`config.mk`:
```
export PLATFORM = sky130hd
export DESIGN_NAME = demux1to8_stream
export DESIGN_NICKNAME = d
export VERILOG_FILES = /design/src/rtl/riptide_pkg.sv /design/src/rtl/demux1to8_stream_fifo.sv /design/src/rtl/demux1to8_stream.sv
export SDC_FILE = /design/constraint.sdc
export NUM_CORES = 1
export LEC_CHECK = 0
export BUFFER_PORTS_ARGS = -buffer_cell sky130_fd_sc_hd__clkbuf_2
export CORE_MARGIN = 8
export CORE_UTILIZATION = 45
export CTS_BUF_LIST = sky130_fd_sc_hd__clkbuf_4 sky130_fd_sc_hd__clkbuf_8
export CTS_CLUSTER_SIZE = 25
export DETAILED_ROUTE_END_ITERATION = 10
export MAX_ROUTING_LAYER = met4
export PLACE_DENSITY = 0.67
export SETUP_SLACK_MARGIN = 0.1
export SYNTH_ARGS = -nofsm -noshare
export SYNTH_HDL_FRONTEND = slang
export SYNTH_HIERARCHICAL = 1
export SYNTH_SLANG_ARGS = --single-unit
```
`constraint.sdc`:
```
create_clock -name clk -period 2.3 [get_ports clk]
set_clock_uncertainty 0.05 [all_clocks]
set_input_delay 0.69 -clock clk [delete_from_list [all_inputs] [get_ports clk]]
set_output_delay 0.69 -clock clk [all_outputs]
set_load 0.005 [all_outputs]
```
`src/rtl/riptide_pkg.sv`:
```
// Shared definitions for the stream demux: way count, select width and
// the select-to-one-hot decode used to steer push enables.
package riptide_pkg;

  localparam int DEMUX_WAYS = 8;
  localparam int SEL_W      = 3;

  typedef logic [SEL_W-1:0] sel_t;

  // One-hot channel enable for a given select value.
  function automatic logic [DEMUX_WAYS-1:0] sel_decode(input sel_t sel);
    return DEMUX_WAYS'(1) << sel;
  endfunction

endpackage

```
`src/rtl/demux1to8_stream_fifo.sv`:
```
// Small per-channel FIFO. The count register separates full from empty, so
// the pointers are plain modulo-DEPTH counters. A push into an empty FIFO
// becomes visible at head/valid on the following cycle; there is no bypass.
module stream_fifo #(
  parameter int WIDTH = 32,
  parameter int DEPTH = 2
) (
  input  logic                     clk,
  input  logic                     reset,
  input  logic                     push,
  input  logic [WIDTH-1:0]         push_data,
  output logic                     full,
  input  logic                     pop,
  output logic [WIDTH-1:0]         head,
  output logic                     valid,
  output logic [$clog2(DEPTH):0]   count
);

  localparam int AW = $clog2(DEPTH);
  localparam int CW = AW + 1;

  logic [WIDTH-1:0] mem_q [DEPTH];
  logic [AW-1:0]    wr_ptr_q, wr_ptr_d;
  logic [AW-1:0]    rd_ptr_q, rd_ptr_d;
  logic [CW-1:0]    count_q, count_d;

  // Pointer and count updates; simultaneous push and pop leave the count unchanged.
  always_comb begin
    wr_ptr_d = wr_ptr_q;
    rd_ptr_d = rd_ptr_q;
    count_d  = count_q;
    if (push) wr_ptr_d = wr_ptr_q + AW'(1);
    if (pop)  rd_ptr_d = rd_ptr_q + AW'(1);
    if (push && !pop)      count_d = count_q + CW'(1);
    else if (!push && pop) count_d = count_q - CW'(1);
  end

  // State register; reset clears storage too so no stale data can surface.
  always_ff @(posedge clk or posedge reset) begin
    if (reset) begin
      wr_ptr_q <= '0;
      rd_ptr_q <= '0;
      count_q  <= '0;
      for (int i = 0; i < DEPTH; i++) mem_q[i] <= '0;
    end else begin
      wr_ptr_q <= wr_ptr_d;
      rd_ptr_q <= rd_ptr_d;
      count_q  <= count_d;
      if (push) mem_q[wr_ptr_q] <= push_data;
    end
  end

  assign full  = (count_q == CW'(DEPTH));
  assign valid = (count_q != '0);
  assign head  = mem_q[rd_ptr_q];
  assign count = count_q;

endmodule

```
`src/rtl/demux1to8_stream.sv`:
```
// 1-to-8 stream steer. Each token carries its destination select; every
// output channel owns a FIFO so a stalled consumer only blocks tokens aimed
// at it.
//
// Handshake: a transfer happens on a rising clock edge when valid && ready
// are both high. in_ready depends only on registered FIFO state and in_sel
// (never on out_ready), and is held low while reset is asserted. Outputs
// hold valid and data stable until popped; out_data is zero when not valid.
module demux1to8_stream
  import riptide_pkg::*;
#(
  parameter int WIDTH = 32,
  parameter int DEPTH = 2
) (
  input  logic                                    clk,
  input  logic                                    reset,
  input  logic                                    in_valid,
  output logic                                    in_ready,
  input  logic [WIDTH-1:0]                        in_data,
  input  sel_t                                    in_sel,
  output logic [DEMUX_WAYS-1:0]                   out_valid,
  input  logic [DEMUX_WAYS-1:0]                   out_ready,
  output logic [DEMUX_WAYS-1:0][WIDTH-1:0]        out_data,
  output logic [DEMUX_WAYS-1:0][$clog2(DEPTH):0]  occupancy
);

  logic [DEMUX_WAYS-1:0] fifo_full;
  logic [DEMUX_WAYS-1:0] fifo_valid;
  logic [DEMUX_WAYS-1:0] push_en;
  logic [DEMUX_WAYS-1:0] pop_en;

  // Accept when the addressed channel has room; refuse everything during reset.
  always_comb begin
    in_ready = !reset && !fifo_full[in_sel];
    push_en  = '0;
    if (in_valid && in_ready) push_en = sel_decode(in_sel);
  end

  for (genvar g = 0; g < DEMUX_WAYS; g++) begin : g_ch
    logic [WIDTH-1:0] head;

    stream_fifo #(.WIDTH(WIDTH), .DEPTH(DEPTH)) u_fifo (
      .clk       (clk),
      .reset     (reset),
      .push      (push_en[g]),
      .push_data (in_data),
      .full      (fifo_full[g]),
      .pop       (pop_en[g]),
      .head      (head),
      .valid     (fifo_valid[g]),
      .count     (occupancy[g])
    );

    assign pop_en[g]    = fifo_valid[g] && out_ready[g];
    assign out_valid[g] = fifo_valid[g];
    assign out_data[g]  = fifo_valid[g] ? head : '0;
  end

endmodule

```
[Word-level counts from Yosys, hierarchy flattened]
Cells that the tools add are included.
Word-level totals
  bits in registers: 544
  input bits: 46
  output and inout bits: 281
Operators by class
  shifts and indexed selects: 1
  $add $sub $neg: 32
  mux-type cells: 75
  magnitude comparators: 25
  equal/unequal tests: 8
  bitwise logic cells: 16
  reduce and logical (&&, ||, !) cells: 68
Operators with widths (count)
  $mux 32: 40
  $bwmux 64: 8
  $demux 32 s1: 8
  $logic_and 1x1->1: 34
  $ge 2x2->1 const B: 16
  $mux 2: 16
  $not 1->2: 16
  $reduce_bool 2->1: 16
  $logic_not 1->1: 18
  $add 1x1->1 const B: 16
  $add 2x1->2 const B: 8
  $eq 2x2->1 const B: 8
  $lt 2x1->1 const B: 8
  $sub 2x1->2 const B: 8
  $mux 8: 1
  $shl 1x3->8 const A: 1
  $lt 3x4->1 const B: 1
  $bmux 1 s3: 1
  $mux 1: 1

[Longest topological paths before layout]
  depth in word-level cells: 11
  depth in mapped cells: 8
  depth with buffers taken out: 8

[Modules after synthesis]
Netlist, hierarchy kept.
By module, submodules not included
  stream_fifo: area an instance 3091.7 um^2, instances 8, sequential area each 1701.6 um^2, cells an instance 188
  demux1to8_stream: area an instance 1903.1 um^2, instances 1, sequential area each 0.0 um^2, cells an instance 312

[Worst setup path before layout]
OpenSTA, ideal clock, no wires.
  path kind: in2reg
  from: input in_sel[1]
  to: register g_ch[5].u_fifo/mem_q[32] in the netlist's numbering
  stages: 8
  setup slack: -0.044 ns
  buffers on the path: 3
  arrival time: 2.169 ns
  path through: buf_6 -> mux2i_1 -> nand3_1 -> nor3_1 -> nand2b_1 -> buf_6 -> buf_12 -> mux2_4
Between the ends
  cells in the longest elaborated chain, start to end: 6
  elaborated cells between the ends (all ways): 7
  classes of those cells: shift: 1; mux: 3; reduce/logical: 3
RTL lines
  start: declaration: RTL line demux1to8_stream.sv:20  | input sel_t in_sel,
  $bmux 1 s3: RTL line demux1to8_stream.sv:34  | in_ready = !reset && !fifo_full[in_sel];
  $mux 1 (implied by the code): RTL line demux1to8_stream.sv:34
  $logic_not 1->1: RTL line demux1to8_stream.sv:34
  $logic_and 1x1->1: RTL line demux1to8_stream.sv:34
  $logic_and 1x1->1: RTL line demux1to8_stream.sv:36  | if (in_valid && in_ready) push_en = sel_decode(in_sel);
  $mux 8 (*): RTL line demux1to8_stream.sv:36
  net push_en[5]: RTL line demux1to8_stream.sv:29  | logic [DEMUX_WAYS-1:0] push_en;
  end signal: indexed assignment: RTL line demux1to8_stream_fifo.sv:49  | if (push) mem_q[wr_ptr_q] <= push_data;
  end: declaration: RTL line demux1to8_stream_fifo.sv:22  | logic [WIDTH-1:0] mem_q [DEPTH];
The timed path passes the listed nets; every way through them passes the cells marked *. The select of a mux whose other input is x is not followed.
A chain may end at the register's enable or synchronous reset.

==> metrics.yaml <==
sta:
  final_hold_viol_count: 0
  fin_ws_ns: -0.531
  max_clock_freq_ghz: 0.353
  fin_crit_sh: 1.23
  worst_hold_slack_ns: 0.283
  finalSetupViolations: 297
  rsz0062_at_grt: "true"
  tightest_slew_ns: 0.787
  layout_min_cycle_time_ns: 2.83
  maxSlewHeadroom: 0.475
  slew_violations: 0
global_route:
  grt_pass1_vias: 18400
  grt-busiest-layer: "met2"
  grt_pass1_wl_um: 116000
  grt_max_degree: 69
  grt_usage: 0.235
  grt-ovfl-total: 0
  met1_usage: 0.304
  use_met3: 0.0470
  grt_antenna_before_repair: 5
  use_met2: 0.363
yosys:
  netlist_area_um2: 26600
  synthMuxAreaShare: 0.360
  synth_xor_area_frac: 0.0132
  synthesis.area_per_instance_um2: 14.7
  ys_types: 24
  yosys_warnings: 6
  synth_fa_ha_area_frac: 0.00376
  synth_top_family_by_area: "multiplexers"
  synth_edf_count: 0
  syn_nets: 1870
  synth_compound_area_frac: 0.000611
  yosysSeqAreaShare: 0.511
  synth_cells: 1816
  ys.flop_type: "dfrtp_1"
  synth-simple-area-share: 0.0734
  async_flop_share: 1.00
  synth.ff_latch_count: 544
layout:
  seq_area_um2: 13600
  fin_nets: 2365
  synthToLayoutAreaGrowth_pct: 30.9
  multi_input_area_um2: 13500
  final_area_um2: 34900
  final_cell_mix: "dfrtp_1, mux2_4, mux2_2"
  drive_above_1_share: 0.719
  fillers: 4600
  final_common_cell: "dfrtp_1"
setup_path:
  path_common_cell: "buf_12"
  end_kind: "primary output"
  crit_chain: "buf_12 -> buf_12 -> buf_12 -> mux2_2 -> and2_1 -> clkbuf_2"
  slowest_delay_ns: 0.45
  worstPathMaxFanout: 8
  crit_family: "buffers and inverters"
  critPathArrivalTime_ns: 2.09
  crit_buf_inv: 4
  critPathRequiredTime_ns: 1.56
  slowest_stage: "dfrtp_2"
  worstSetupPathType: "reg2out"
  start_kind: "flop"
route:
  dr.pass1.iters: 4
  routedWlPerCell_um: 25.8
  viasPerCell: 5.32
  drt_iter0_drc: 985
  ant_nets: 0
  num_vias: 16800
  drc: 0
  wirelength_um: 81500
die:
  core_um2: 58800
  initial_utilization: 0.453
  num_rows: 89
  die_y_um: 259
  num_io_pins: 327
  die-area_um2: 67200
  dieWidth_um: 259
cts:
  clock_sinks: 544
  cts-root-buf: "clkbuf_8"
  cts_buffer_depth: 3
  cts_tree: "yes"
  clock_latency_ns: 0.68
  cts.clk_slew.worst_paths_ns: 0.06
  htreeDepth: 3
  cts-buffers-inserted: 92
run_status:
  violations: "negative setup slack"
  status: "complete, but fails checks"
power_and_ir_drop:
  total_power_mw: 41.2
  p_leak_nw: 18.5
  power_density_nw_per_um2: 1180
  peakVddDrop_v: 0.000785
placed_design:
  gp_congestion: 0.779
  place_ws_ns: -0.260
  portBuffers: 326
  place_area_um2: 29300
  dpl.hpwl_um: 46500
run:
  drv_cap: 0
min_path:
  hold_path_class: "in2async"
[stage by stage]
stage,TNS [ns],utilization,std cells
after floorplan,0,-,1816
after global placement,-29.94,0.499,2878
after detailed placement,-61.91,0.499,2878
after CTS,-124.27,0.568,3120
after global routing,-123.25,0.593,3154
final,-100.07,0.593,3155
[path summary, 6_finish.rpt]
kind,startpoint,endpoint,slack (ns),cells past startpoint
worst max-delay path,g_ch[7].u_fifo/rd_ptr_q,out_data[254],-0.53,6
worst min-delay path,reset,g_ch[2].u_fifo/wr_ptr_q,0.28,4
worst max register to register,g_ch[5].u_fifo/count[1],g_ch[5].u_fifo/mem_q[42],-0.03,11
worst min register to register,g_ch[3].u_fifo/wr_ptr_q,g_ch[3].u_fifo/wr_ptr_q,0.43,1
max in group asynchronous,reset,g_ch[1].u_fifo/mem_q[24],1.30,5
min in group clk,out_ready[6],g_ch[6].u_fifo/rd_ptr_q,0.29,3
[flip-flops by register name, summed over array words and instances, names as in the netlist]
signal / flops
g_ch.u_fifo/rd_ptr_q: 8
g_ch.u_fifo/mem_q: 512
g_ch.u_fifo/wr_ptr_q: 8
g_ch.u_fifo/count: 16
[cells by family after synthesis]
kind of cell	count (synthesis)
xor+xnor	40
compound gates	1
mux	772
simple gates	322
buf+inv	129
flops	544
fa+ha+maj	8
[synthesized netlist by cell type, types with 9 or more instances]
| cell type | number | share of area |
|---|---|---|
| mux2_2 | 528 | 0.22 |
| nor2_1 | 15 | 0.0021 |
| nand2b_1 | 9 | 0.0021 |
| dfrtp_1 | 544 | 0.51 |
| buf_2 | 56 | 0.011 |
| inv_1 | 16 | 0.0023 |
| clkbuf_1 | 24 | 0.0034 |
| xor2_1 | 32 | 0.011 |
| nand2_1 | 10 | 0.0014 |
| buf_12 | 24 | 0.018 |
| and2_1 | 264 | 0.062 |
| mux2_4 | 240 | 0.14 |
| buf_6 | 9 | 0.0038 |
[worst min-delay path: cells and delay by family]
| family | cells | cell delay [ns] |
|---|---|---|
| buffers and inverters | 4 | 0.69 |
[layout make-up]
class / instances / share of cell area
Clock buffer: 149 / 0.0524
Tap cell: 773 / 0.0277
Multi-Input combinational cell: 1158 / 0.388
Inverter: 16 / 0.00258
Antenna cell: 4 / 0.000287
Sequential cell: 544 / 0.391
Clock inverter: 12 / 0.00294
Timing Repair Buffer: 499 / 0.134
[power breakdown]
group	internal [mW]	switching, mW
clock network	5.11	3.98
logic	11.3	6.99
registers	12.1	1.72
[metal layers]
| metal | share of wire | up-vias |
|---|---|---|
| met1 | 0.44 | 8916 |
| met3 | 0.054 | 130 |
| met2 | 0.47 | 470 |
| met5 | 0 | - |
| li1 | - | 7282 |
| met4 | 0.032 | 0 |
[what timing repair did]
action,CTS,global route
pin swaps,25,57
gates cloned,34,21
setup endpoints to repair,347,587
hold buffers,0,0
gates resized for setup,304,362
buffers inserted,49,32
hold endpoints to repair,0,0
Power figures use the tool's default switching activity.
